## config.mk

```make
export PLATFORM = sky130hd
export DESIGN_NAME = ahb_sram_bridge_flat
export DESIGN_NICKNAME = d
export VERILOG_FILES = /design/src/rtl/ahb_sram_bridge_if.sv /design/src/rtl/ahb_sram_bridge.sv /design/src/flat_wrapper.sv
export SDC_FILE = /design/constraint.sdc
export NUM_CORES = 1
export LEC_CHECK = 0
export CAP_MARGIN = 15
export CORE_MARGIN = 10
export CORE_UTILIZATION = 40
export DETAILED_ROUTE_END_ITERATION = 10
export PLACE_DENSITY = 0.87
export SYNTH_ARGS = -nofsm -noshare
export SYNTH_HDL_FRONTEND = slang
export SYNTH_SLANG_ARGS = --single-unit
```

## constraint.sdc

```tcl
create_clock -name clk -period 3.7 [get_ports clk]
set_clock_uncertainty 0.05 [all_clocks]
set_input_delay 0.37 -clock clk [delete_from_list [all_inputs] [get_ports clk]]
set_output_delay 0.37 -clock clk [all_outputs]
set_load 0.01 [all_outputs]
```

## src/rtl/ahb_sram_bridge_if.sv

```systemverilog
// AHB-Lite slave bus plus DM single-port SRAM signals for ahb_sram_bridge.
// The slave modport is the bridge side; the master modport is the interconnect/SRAM side.
interface ahb_sram_bridge_if #(
    parameter int unsigned ADDR_W = 32
);
    logic              HSEL;
    logic [ADDR_W-1:0] HADDR;
    logic [1:0]        HTRANS;
    logic              HWRITE;
    logic [2:0]        HSIZE;
    logic [31:0]       HWDATA;
    logic              HREADY;
    logic              HREADYOUT;
    logic              HRESP;
    logic [31:0]       HRDATA;

    logic              DM_enable;
    logic              DM_write;
    logic [ADDR_W-1:0] DM_address;
    logic [31:0]       DM_in;
    logic [31:0]       DM_out;

    modport slave (
        input  HSEL, HADDR, HTRANS, HWRITE, HSIZE, HWDATA, HREADY, DM_out,
        output HREADYOUT, HRESP, HRDATA, DM_enable, DM_write, DM_address, DM_in
    );

    modport master (
        output HSEL, HADDR, HTRANS, HWRITE, HSIZE, HWDATA, HREADY, DM_out,
        input  HREADYOUT, HRESP, HRDATA, DM_enable, DM_write, DM_address, DM_in
    );
endinterface

```

## src/rtl/ahb_sram_bridge.sv

```systemverilog
// AHB-Lite slave to single-port synchronous SRAM (DM) bridge with read-modify-write for sub-word stores.
// Define AHB_SRAM_BRIDGE_ERR_EN to return a two-cycle ERROR for misaligned, oversize or out-of-range transfers.
module ahb_sram_bridge #(
    parameter int unsigned        ADDR_W     = 32,
    parameter logic [ADDR_W-1:0]  BASE_ADDR  = 32'h0001_0000,
    parameter int unsigned        SIZE_BYTES = 262144
) (
    input  logic              clk,
    input  logic              rst,
    ahb_sram_bridge_if.slave  bus
);

    typedef enum logic [2:0] {
        IDLE,
        WR_WORD,
        RD_WAIT,
        RD_DONE,
        RMW_RD,
        RMW_WR
`ifdef AHB_SRAM_BRIDGE_ERR_EN
        ,
        ERR1,
        ERR2
`endif
    } state_t;

    localparam logic [ADDR_W-1:0] ALIGN_MASK = ~ADDR_W'(3);

    state_t            state_q, state_d;
    logic [ADDR_W-1:0] addr_q, addr_d;
    logic [2:0]        size_q, size_d;
    logic              write_q, write_d;

    logic              accept;
    logic [31:0]       merged;
    logic              hreadyout, hresp, dm_enable, dm_write;
    logic [31:0]       hrdata, dm_in;

`ifdef AHB_SRAM_BRIDGE_ERR_EN
    localparam logic [ADDR_W:0] END_ADDR = {1'b0, BASE_ADDR} + (ADDR_W+1)'(SIZE_BYTES);
    logic bad_xfer;

    always_comb begin
        bad_xfer = (bus.HSIZE > 3'd2)
                || ((bus.HSIZE == 3'd1) && bus.HADDR[0])
                || ((bus.HSIZE == 3'd2) && (bus.HADDR[1:0] != 2'b00))
                || (bus.HADDR < BASE_ADDR)
                || ({1'b0, bus.HADDR} >= END_ADDR);
    end
`endif

    always_ff @(posedge clk) begin
        if (rst) begin
            state_q <= IDLE;
            addr_q  <= '0;
            size_q  <= '0;
            write_q <= 1'b0;
        end else begin
            state_q <= state_d;
            addr_q  <= addr_d;
            size_q  <= size_d;
            write_q <= write_d;
        end
    end

    // Wait states always advance; every other state is ready and may accept a new address phase.
    always_comb begin
        state_d = state_q;
        addr_d  = addr_q;
        size_d  = size_q;
        write_d = write_q;
        accept  = bus.HSEL && bus.HREADY && bus.HTRANS[1];
        case (state_q)
            RD_WAIT: state_d = RD_DONE;
            RMW_RD:  state_d = RMW_WR;
`ifdef AHB_SRAM_BRIDGE_ERR_EN
            ERR1:    state_d = ERR2;
`endif
            default: begin
                state_d = IDLE;
                if (accept) begin
                    addr_d  = bus.HADDR;
                    size_d  = bus.HSIZE;
                    write_d = bus.HWRITE;
`ifdef AHB_SRAM_BRIDGE_ERR_EN
                    if (bad_xfer)
                        state_d = ERR1;
                    else
`endif
                    if (!bus.HWRITE)
                        state_d = RD_WAIT;
                    else if (bus.HSIZE >= 3'd2)
                        state_d = WR_WORD;
                    else
                        state_d = RMW_RD;
                end
            end
        endcase
    end

    // DM has no byte strobes, so sub-word stores patch the lanes into the word read back in RMW_RD.
    always_comb begin
        merged = bus.DM_out;
        if (size_q == 3'd0)
            merged[{addr_q[1:0], 3'b000} +: 8] = bus.HWDATA[{addr_q[1:0], 3'b000} +: 8];
        else
            merged[{addr_q[1], 4'b0000} +: 16] = bus.HWDATA[{addr_q[1], 4'b0000} +: 16];
    end

    always_comb begin
        hreadyout = 1'b1;
        hresp     = 1'b0;
        hrdata    = '0;
        dm_enable = 1'b0;
        dm_write  = 1'b0;
        dm_in     = '0;
        if (!rst) begin
            case (state_q)
                WR_WORD: begin
                    dm_enable = 1'b1;
                    dm_write  = write_q;
                    dm_in     = bus.HWDATA;
                end
                RD_WAIT: begin
                    dm_enable = 1'b1;
                    hreadyout = 1'b0;
                end
                RD_DONE: hrdata = bus.DM_out;
                RMW_RD: begin
                    dm_enable = 1'b1;
                    hreadyout = 1'b0;
                end
                RMW_WR: begin
                    dm_enable = 1'b1;
                    dm_write  = write_q;
                    dm_in     = merged;
                end
`ifdef AHB_SRAM_BRIDGE_ERR_EN
                ERR1: begin
                    hreadyout = 1'b0;
                    hresp     = 1'b1;
                end
                ERR2: hresp = 1'b1;
`endif
                default: ;
            endcase
        end
    end

    assign bus.HREADYOUT  = hreadyout;
    assign bus.HRESP      = hresp;
    assign bus.HRDATA     = hrdata;
    assign bus.DM_enable  = dm_enable;
    assign bus.DM_write   = dm_write;
    assign bus.DM_in      = dm_in;
    assign bus.DM_address = dm_enable ? ((addr_q - BASE_ADDR) & ALIGN_MASK) : '0;

endmodule

```

## src/flat_wrapper.sv

```systemverilog
// flat-port wrapper written by rule: the top's interface ports become plain ports
module ahb_sram_bridge_flat 
#(
    parameter int unsigned        ADDR_W     = 32,
    parameter logic [ADDR_W-1:0]  BASE_ADDR  = 32'h0001_0000,
    parameter int unsigned        SIZE_BYTES = 262144
)
  (clk, rst, bus_HSEL, bus_HADDR, bus_HTRANS, bus_HWRITE, bus_HSIZE, bus_HWDATA, bus_HREADY, bus_DM_out, bus_HREADYOUT, bus_HRESP, bus_HRDATA, bus_DM_enable, bus_DM_write, bus_DM_address, bus_DM_in);
  ahb_sram_bridge_if #(.ADDR_W(ADDR_W)) bus_i ();
  input  logic clk;
  input  logic rst;
  input wire logic [$bits(bus_i.HSEL)-1:0] bus_HSEL;
  input wire logic [$bits(bus_i.HADDR)-1:0] bus_HADDR;
  input wire logic [$bits(bus_i.HTRANS)-1:0] bus_HTRANS;
  input wire logic [$bits(bus_i.HWRITE)-1:0] bus_HWRITE;
  input wire logic [$bits(bus_i.HSIZE)-1:0] bus_HSIZE;
  input wire logic [$bits(bus_i.HWDATA)-1:0] bus_HWDATA;
  input wire logic [$bits(bus_i.HREADY)-1:0] bus_HREADY;
  input wire logic [$bits(bus_i.DM_out)-1:0] bus_DM_out;
  output wire logic [$bits(bus_i.HREADYOUT)-1:0] bus_HREADYOUT;
  output wire logic [$bits(bus_i.HRESP)-1:0] bus_HRESP;
  output wire logic [$bits(bus_i.HRDATA)-1:0] bus_HRDATA;
  output wire logic [$bits(bus_i.DM_enable)-1:0] bus_DM_enable;
  output wire logic [$bits(bus_i.DM_write)-1:0] bus_DM_write;
  output wire logic [$bits(bus_i.DM_address)-1:0] bus_DM_address;
  output wire logic [$bits(bus_i.DM_in)-1:0] bus_DM_in;
  assign bus_i.HSEL = bus_HSEL;
  assign bus_i.HADDR = bus_HADDR;
  assign bus_i.HTRANS = bus_HTRANS;
  assign bus_i.HWRITE = bus_HWRITE;
  assign bus_i.HSIZE = bus_HSIZE;
  assign bus_i.HWDATA = bus_HWDATA;
  assign bus_i.HREADY = bus_HREADY;
  assign bus_i.DM_out = bus_DM_out;
  assign bus_HREADYOUT = bus_i.HREADYOUT;
  assign bus_HRESP = bus_i.HRESP;
  assign bus_HRDATA = bus_i.HRDATA;
  assign bus_DM_enable = bus_i.DM_enable;
  assign bus_DM_write = bus_i.DM_write;
  assign bus_DM_address = bus_i.DM_address;
  assign bus_DM_in = bus_i.DM_in;
  ahb_sram_bridge #(.ADDR_W(ADDR_W), .BASE_ADDR(BASE_ADDR), .SIZE_BYTES(SIZE_BYTES)) u_core (.clk(clk), .rst(rst), .bus(bus_i));
endmodule
```

# Word-level counts from Yosys, hierarchy flattened
# Index checks and enable logic that the tools add are counted.
[op_classes]
reduce_logical = 7
mux = 18
add_sub_neg = 3
n_eq_ne = 5
n_lt_le_gt_ge = 1
n_shift = 6
bitwise_logic = 1
[ops]
columns = ["cell", "n"]
rows = [
  ["two-way mux 32 bit", 5],
  ["bitwise mux 32 bit", 2],
  ["one-hot mux 32 bit (2 select lines)", 1],
  ["variable shift 16 x 7 -> 32 bit (first input constant)", 1],
  ["variable shift 8 x 7 -> 32 bit (first input constant)", 1],
  ["variable part select 16 x 7 -> 32 bit", 1],
  ["variable part select 32 x 6 -> 16 bit", 1],
  ["variable part select 32 x 6 -> 8 bit", 1],
  ["variable part select 8 x 7 -> 32 bit", 1],
  ["subtractor 32 x 17 -> 32 bit (second input constant)", 1],
  ["negator 5 -> 7 bit", 2],
  ["two-way mux 3 bit", 3],
  ["equality test 3 x 2 -> 1 bit (second input constant)", 2],
  ["equality test 3 bit (second input constant)", 2],
  ["two-way mux 1 bit", 6],
  ["one-hot mux 3 bit (2 select lines)", 1],
  ["OR reduction 2 bit", 2],
  ["OR reduction 4 bit", 1],
  ["equality test 3 x 1 -> 1 bit (second input constant)", 1],
  ["greater-or-equal comparator 3 x 2 -> 1 bit (second input constant)", 1],
  ["zero test 3 bit", 1],
  ["logical AND 1 bit", 2],
  ["AND reduction 2 bit", 1],
  ["NOT 1 bit", 1],
]
[word_totals]
in_bits = 106
regBits = 39

# Logic depth before layout (Yosys ltp)
# Gate-level depths: netlist of the first run.
[logic_depth]
ltp_word = 6
mapped_depth = 10

# Least setup slack after synthesis of the first run
# No wires, ideal clock.
[synth_path]
kind = "register to output"
start = "register u_core.addr_q[1]"
end = "output port bus_DM_in[24]"
path_slack_ns = 0.393
t_arrival_ns = 2.887
stages_incl_launch_ff = 11
n_path_buf = 4
cell_sequence = "dfxtp_1 clkbuf_1 buf_2 buf_2 inv_1 ha_1 or4b_1 clkbuf_1 or3_1 a221oi_1 a21o_1"
[synth_via]
elab_chain_len = 6
elab_cells_between_ends = 13
cone_classes = "add/sub: 2; shift: 6; mux: 5"
[synth_rtl]
columns = ["item", "line", "rtl"]
rows = [
  ["from (decl)", "ahb_sram_bridge.sv:30", "logic [ADDR_W-1:0] addr_q, addr_d;"],
  ["from (signal assigned)", "ahb_sram_bridge.sv:60", "addr_q <= addr_d;"],
  ["variable part select 32 x 6 -> 16 bit (tied with other cells)", "ahb_sram_bridge.sv:107", "merged[{addr_q[1], 4'b0000} +: 16] = bus.HWDATA[{addr_q[1], 4'b0000} +: 16];"],
  ["variable part select 16 x 7 -> 32 bit (tied with other cells)", "ahb_sram_bridge.sv:107", ""],
  ["bitwise mux 32 bit, on equally long branches", "ahb_sram_bridge.sv:107, ahb_sram_bridge.sv:105", ""],
  ["two-way mux 32 bit (*)", "ahb_sram_bridge.sv:104", "if (size_q == 3'd0)"],
  ["one-hot mux 32 bit (2 select lines) (*)", "ahb_sram_bridge.sv:118", "case (state_q)"],
  ["two-way mux 32 bit (*)", "ahb_sram_bridge.sv:117", "if (!rst) begin"],
  ["to (decl)", "flat_wrapper.sv:26", "output wire logic [$bits(bus_i.DM_in)-1:0] bus_DM_in;"],
]
# Mark *: on every way between the ends. The rest lies on a longest branch, timed or not.

# Final worst setup path of the first run
[layout_path]
start = "register u_core.addr_q[0]"
end = "output port bus_DM_in[26]"
[layout_via]
elab_chain_len = 6
elab_cells_between_ends = 8
cone_classes = "add/sub: 1; shift: 3; mux: 4"
[layout_rtl]
columns = ["item", "line", "rtl"]
rows = [
  ["variable part select 32 x 6 -> 8 bit / negator 5 -> 7 bit (equally long branches)", "ahb_sram_bridge.sv:105", "merged[{addr_q[1:0], 3'b000} +: 8] = bus.HWDATA[{addr_q[1:0], 3'b000} +: 8];"],
  ["variable part select 8 x 7 -> 32 bit / variable shift 8 x 7 -> 32 bit (equally long branches)", "ahb_sram_bridge.sv:105", ""],
  ["bitwise mux 32 bit (*)", "ahb_sram_bridge.sv:105", ""],
  ["two-way mux 32 bit (*)", "ahb_sram_bridge.sv:104", ""],
  ["one-hot mux 32 bit (2 select lines) (*)", "ahb_sram_bridge.sv:118", ""],
  ["two-way mux 32 bit (*)", "ahb_sram_bridge.sv:117", ""],
]
# Marks and branches as above.

==> results_dict.tcl, run 1 <==
set metrics [dict create \
    ff2ff_path_depth 5 \
    ios 206 \
    tns_ps 0 \
    tightest_slew_ps 885 \
    crit_family "simple AND/OR/NAND/NOR gates" \
    synth_cells 524 \
    crit_required_ps 3280 \
    min-delay-start "rst" \
    grt_pass1_wl_mm 23.7 \
    core_sq_mm 0.00915 \
    postCtsSetupBuffers 0 \
    cp.arrival_ps 3090 \
    final_common_cell "clkdlybuf4s50_1" \
    num_vias 4687 \
    worst-path-buf-inv 2 \
    status "completed" \
    fp-row-count 35 \
    portBuffers 201 \
    dieArea_sq_mm 0.0135 \
    report.final.slew_viol_count 0 \
    start_util_pct 40.6 \
    cts_root_buffer "clkbuf_8" \
    place.gp.congestion 0.917 \
    hold_viol 0 \
    max_freq_mhz 285 \
    firstDrtPassIters 4 \
    drive_gt1_share_pct 5.14 \
    synth_flop_cell "dfxtp_1" \
    synth_cell_types 47 \
    synth_edf_count 0 \
    regToRegSetupSlack_ps 1880 \
    crit_slowest_cell "or4b_1" \
    clockBufferDepth 2 \
    die_h_um 116 \
    fill_cells 788 \
    hold_path_class "in -> reg" \
    viasPerCell 5.77 \
    p_total_mw 1.30 \
    die_w_um 116 \
    syn_avg_cell_area_sq_um 7.08 \
    final_nets 812 \
    path_clk_slew_ps 80 \
    cp.depth 7 \
    grt_overflow 0 \
    htree_levels 2 \
    holdWs_ps 350 \
    drt_iter0_drc 329 \
    synthArstFlopShare_pct 0 \
    wirelength_mm 15.5 \
    first_global_vias 4687 \
    drc 0 \
    drv_cap 0 \
    routedWlPerCell_um 19.1 \
    p_per_area_mw_per_mm2 219 \
    period_share_pct 94.9 \
    grt_max_degree 51 \
    hold_end "u_core.write_q" \
    start_kind "flop" \
    ys_seq_elements 39 \
    final_core_util_pct 65.1 \
    p_leak_nw 2.15 \
    critPathCaptureType "primary output" \
    hold-path-cell-count 2 \
    syn2layout_area_growth_pct 60.5 \
    worstReg2RegEnd "u_core.addr_q[19]" \
    yosys_warnings 0 \
    period_minus_slack_ps 3510 \
    grt_antenna_before_repair 0 \
    grt_usage_pct 21.2 \
    r2r_start "u_core.state_q[1]" \
    setup_viol 0 \
    path_cells "inv_1 > ha_1 > or4b_1 > or3_1 > a221oi_1 > a21o_1 > clkdlybuf4s50_1" \
    hpwl_mm 11.7 \
    final_cell_mix "200 x clkdlybuf4s50_1, 84 x nand2_1, 71 x a21oi_1" \
    slowest_delay_ps 690 \
    ys_seq_area_share_pct 21.0 \
    clock-sinks 39 \
    clk_latency_ps 280 \
    numCtsBuffers 5 \
    critPathKind "reg -> out" \
    relSlewSlack_pct 41.0 \
    ant_nets 0 \
    cts_tree "built" \
    critPathMaxFanout 8 \
    antenna_cells 0 \
    peakVddDrop_v 0.000376 \
    rsz0062_at_grt "no" \
    syn_area_sq_mm 0.00371 \
]
area by class of cell:
| type | instances | area (sq um) | share of cell area, % |
|---|---|---|---|
| clock buffer | 5 | 68.8 | 1.16 |
| timing repair buffer | 217 | 2150 | 36.1 |
| clock inverter | 3 | 67.6 | 1.13 |
| tap | 111 | 139 | 2.33 |
| multi-input combinational | 413 | 2660 | 44.6 |
| inverter | 24 | 90.1 | 1.51 |
| sequential | 39 | 782 | 13.1 |
how the worst max path moves through the flow:
| stage | startpoint | endpoint | slack, ps |
|---|---|---|---|
| final | u_core.addr_q[0] | bus_DM_in[26] | 190 |
| after global routing | u_core.addr_q[0] | bus_DM_in[26] | 30 |
| after CTS | u_core.addr_q[1] | bus_DM_in[24] | 160 |
| after detailed placement | u_core.addr_q[1] | bus_DM_in[24] | 490 |
| after global placement | u_core.addr_q[1] | bus_DM_in[30] | 540 |
| after floorplan | u_core.addr_q[1] | bus_DM_in[24] | 390 |
metrics by stage:
| stage | setup slack (ps) | area [sq um] | instances |
|---|---|---|---|
| after CTS | 163 | 5930 | 811 |
| after global routing | 32.1 | 5960 | 812 |
| after global placement | 545 | 5790 | 803 |
| final | 188 | 5960 | 812 |
| after detailed placement | 488 | 5790 | 803 |
| after floorplan | 393 | 3720 | 526 |
synth_stat cells (4+ instances only):
cell,number,area (sq um)
nand2_1,84,315
a21oi_1,72,360
mux2i_1,47,470
dfxtp_1,39,781
clkbuf_1,38,143
and2_1,30,188
inv_1,23,86.3
nor2_1,23,86.3
nor4_1,20,125
a22o_1,16,140
o221ai_1,16,140
or3_1,11,68.8
xnor2_1,11,96.3
a32o_1,8,80.1
o31ai_1,8,60.1
a21o_1,7,52.6
a221oi_1,7,61.3
buf_2,7,35.0
nor3_1,7,35.0
ha_1,6,75.1
or4_1,4,30.0
per-layer routing:
layer | share of wire (%) | GRT usage [%]
met1 | 38 | 22.9
met2 | 48 | 37.2
met3 | 11 | 7.29
met4 | 2.7 | 8.42
met5 | 0 | 0
worst register-to-register path, stage by stage, from the launching register on:
cell and delay (ps):
dfxtp_1 470, xor2_1 150, a21oi_2 430, buf_4 370, nand2_1 110, a21oi_1 160
cell families (layout without fill, tap and decap cells):
| group | Yosys count | count (layout) | share of synthesized area (%) |
|---|---|---|---|
| AND/OR/NAND/NOR | 198 | 198 | 26.5 |
| AO/OA/AOI/OAI | 144 | 144 | 26.0 |
| buffers and inverters | 74 | 249 | 8.02 |
| multiplexers | 49 | 49 | 13.3 |
| flip-flops | 39 | 39 | 21.0 |
| XOR/XNOR | 13 | 13 | 3.07 |
| adder cells (fa/ha/maj) | 6 | 6 | 2.02 |
| other | 1 | 3 | 0.101 |
registers in the layout, indices dropped and copies added (netlist names):
signal / count
u_core.write_q: 1
u_core.addr_q: 32
u_core.state_q: 3
u_core.size_q: 3
report_power, final:
group | switching, mW | leakage [nW] | internal (mW) | total [mW]
logic | 0.204 | 1.77 | 0.224 | 0.429
clock network | 0.158 | 0.0644 | 0.269 | 0.427
registers | 0.0130 | 0.317 | 0.434 | 0.447
total | 0.375 | 2.15 | 0.927 | 1.30
repair_timing:
item | CTS | global route
gates resized for setup | 0 | 1
endpoints found under the setup margin | 0 | 2
hold buffers | 0 | 0
(Power assumes the default switching activity.)
==> run 2, diff against run 1 <==
--- a/config.mk
+++ b/config.mk
@@ -6,8 +6,9 @@
 export NUM_CORES = 1
 export LEC_CHECK = 0
 export CAP_MARGIN = 15
-export CORE_MARGIN = 10
+export CORE_MARGIN = 2
 export CORE_UTILIZATION = 40
+export CTS_CLUSTER_DIAMETER = 150
 export DETAILED_ROUTE_END_ITERATION = 10
 export PLACE_DENSITY = 0.87
 export SYNTH_ARGS = -nofsm -noshare
==> results_dict.tcl, run 2 (synthesis gave the netlist of run 1 again) <==
set metrics [dict create \
    numCtsBuffers 5 \
    first_global_vias 4463 \
    viasPerCell 5.75 \
    start_kind "flop" \
    pwr-share-comb_pct 34.0 \
    p_sw_share_pct 29.5 \
    clk_latency_ps 290 \
    drv_cap 0 \
    hold_path_class "in -> reg" \
    peakVddDrop_v 0.000232 \
    largest_reg_flops 32 \
    period_minus_slack_ps 3570 \
    num_vias 4654 \
    portBuffers 201 \
    max_freq_mhz 280 \
    p_total_mw 1.23 \
    grt_pass1_wl_mm 22.5 \
    p_int_mw 0.870 \
    clock-sinks 39 \
    p_per_area_mw_per_mm2 209 \
    drc 0 \
    dr_wl_met3_mm 1.31 \
    critPathKind "reg -> out" \
    final_cell_mix "200 x clkdlybuf4s50_1, 84 x nand2_1, 71 x a21oi_1" \
    grt_antenna_before_repair 0 \
    ctsHoldBuffers 0 \
    dieArea_sq_mm 0.0101 \
    cts_resized 0 \
    grt_overflow 0 \
    report.final.slew_viol_count 0 \
    setup_viol 0 \
    fp-row-count 35 \
    syn2layout_area_growth_pct 59.0 \
    period_share_pct 96.5 \
    final_common_cell "clkdlybuf4s50_1" \
    met2_length_mm 6.95 \
    relSlewSlack_pct 41.9 \
    place_area_sq_mm 0.00578 \
    path_clk_slew_ps 70 \
    pwr-share-clk_pct 29.8 \
    design_area_sq_mm 0.00590 \
    antenna_cells 0 \
    ant_nets 0 \
    tns_ps 0 \
    cp.arrival_ps 3150 \
    routedWlPerCell_um 17.6 \
    wl_met1_mm 5.63 \
    cts_tree "built" \
    net-switching-power_mw 0.364 \
    drive_gt1_share_pct 5.01 \
    top_layer_used "met4" \
    core_sq_mm 0.00911 \
    rsz0062_at_grt "no" \
    htree_levels 2 \
    hold_viol 0 \
    postCtsSetupBuffers 0 \
    top_regs "u_core.addr_q: 32 flops, u_core.size_q: 3 flops, u_core.state_q: 3 flops" \
    place.gp.congestion 0.918 \
    tightest_slew_ps 854 \
    die_h_um 100 \
    firstDrtPassIters 5 \
    start_util_pct 40.8 \
    hpwl_mm 10.5 \
    crit_required_ps 3280 \
    grt_max_degree 48 \
    critPathCaptureType "primary output" \
    p_leak_nw 2.13 \
    final_nets 810 \
    critPathMaxFanout 26 \
    wirelength_mm 14.3 \
    status "completed" \
    die_w_um 100 \
    power.share.sequential_pct 36.2 \
    clockBufferDepth 2 \
    grt_usage_pct 27.3 \
    ios 206 \
    drt_iter0_drc 234 \
    regMostFlops "u_core.addr_q" \
    cts_root_buffer "clkbuf_8" \
]
## run 2: power by group through the flow
stage               sequential (mW)  combinational [mW]  clock [mW]
global route                  0.449               0.453       0.403
CTS                           0.446               0.417       0.381
detailed placement            0.456               0.414           0
finish                        0.446               0.420       0.368
global placement              0.454               0.404           0
floorplan                     0.451               0.215           0
## run 2: critical path, stage by stage (launching register included)
cell             delay, ps
dfxtp_2                350
buf_4                  380
ha_1                   240
inv_2                   90
or4b_2                 770
o31ai_1                320
a22o_1                 170
clkdlybuf4s50_1        540
## run 2: final timing paths
check	start	endpoint	slack, ps	cells after the start
worst min-delay path	rst	u_core.state_q[2]	320	2
worst max-delay path	u_core.addr_q[1]	bus_DM_in[21]	130	7
worst max register to register	u_core.state_q[2]	u_core.size_q[1]	1800	6
worst min register to register	u_core.addr_q[12]	u_core.addr_q[12]	410	2
## run 2: area by class of cell
cell class	count	area (sq um)
Timing Repair Buffer	215	2110
Tap cell	111	139
Clock inverter	2	35.0
Clock buffer	6	82.6
Multi-Input combinational cell	413	2660
Inverter	24	90.1
Fill cell	795	3210
Sequential cell	39	782
## run 2: per-layer routing
| metal | track usage (%) | vias to the layer above |
|---|---|---|
| li1 | - | 2230 |
| met1 | 34.2 | 2139 |
| met2 | 45.9 | 256 |
| met3 | 5.43 | 29 |
| met4 | 10.9 | 0 |
| met5 | 0 | - |
## run 2: through the flow
stage | setup slack (ps) | instances | hold WS, ps | utilization [%]
floorplan | 393 | 526 | 382 | -
global placement | 481 | 802 | 388 | 63.5
detailed placement | 464 | 802 | 399 | 63.5
CTS | 141 | 810 | 309 | 64.8
global route | 17.3 | 810 | 324 | 64.8
finish | 128 | 810 | 319 | 64.8
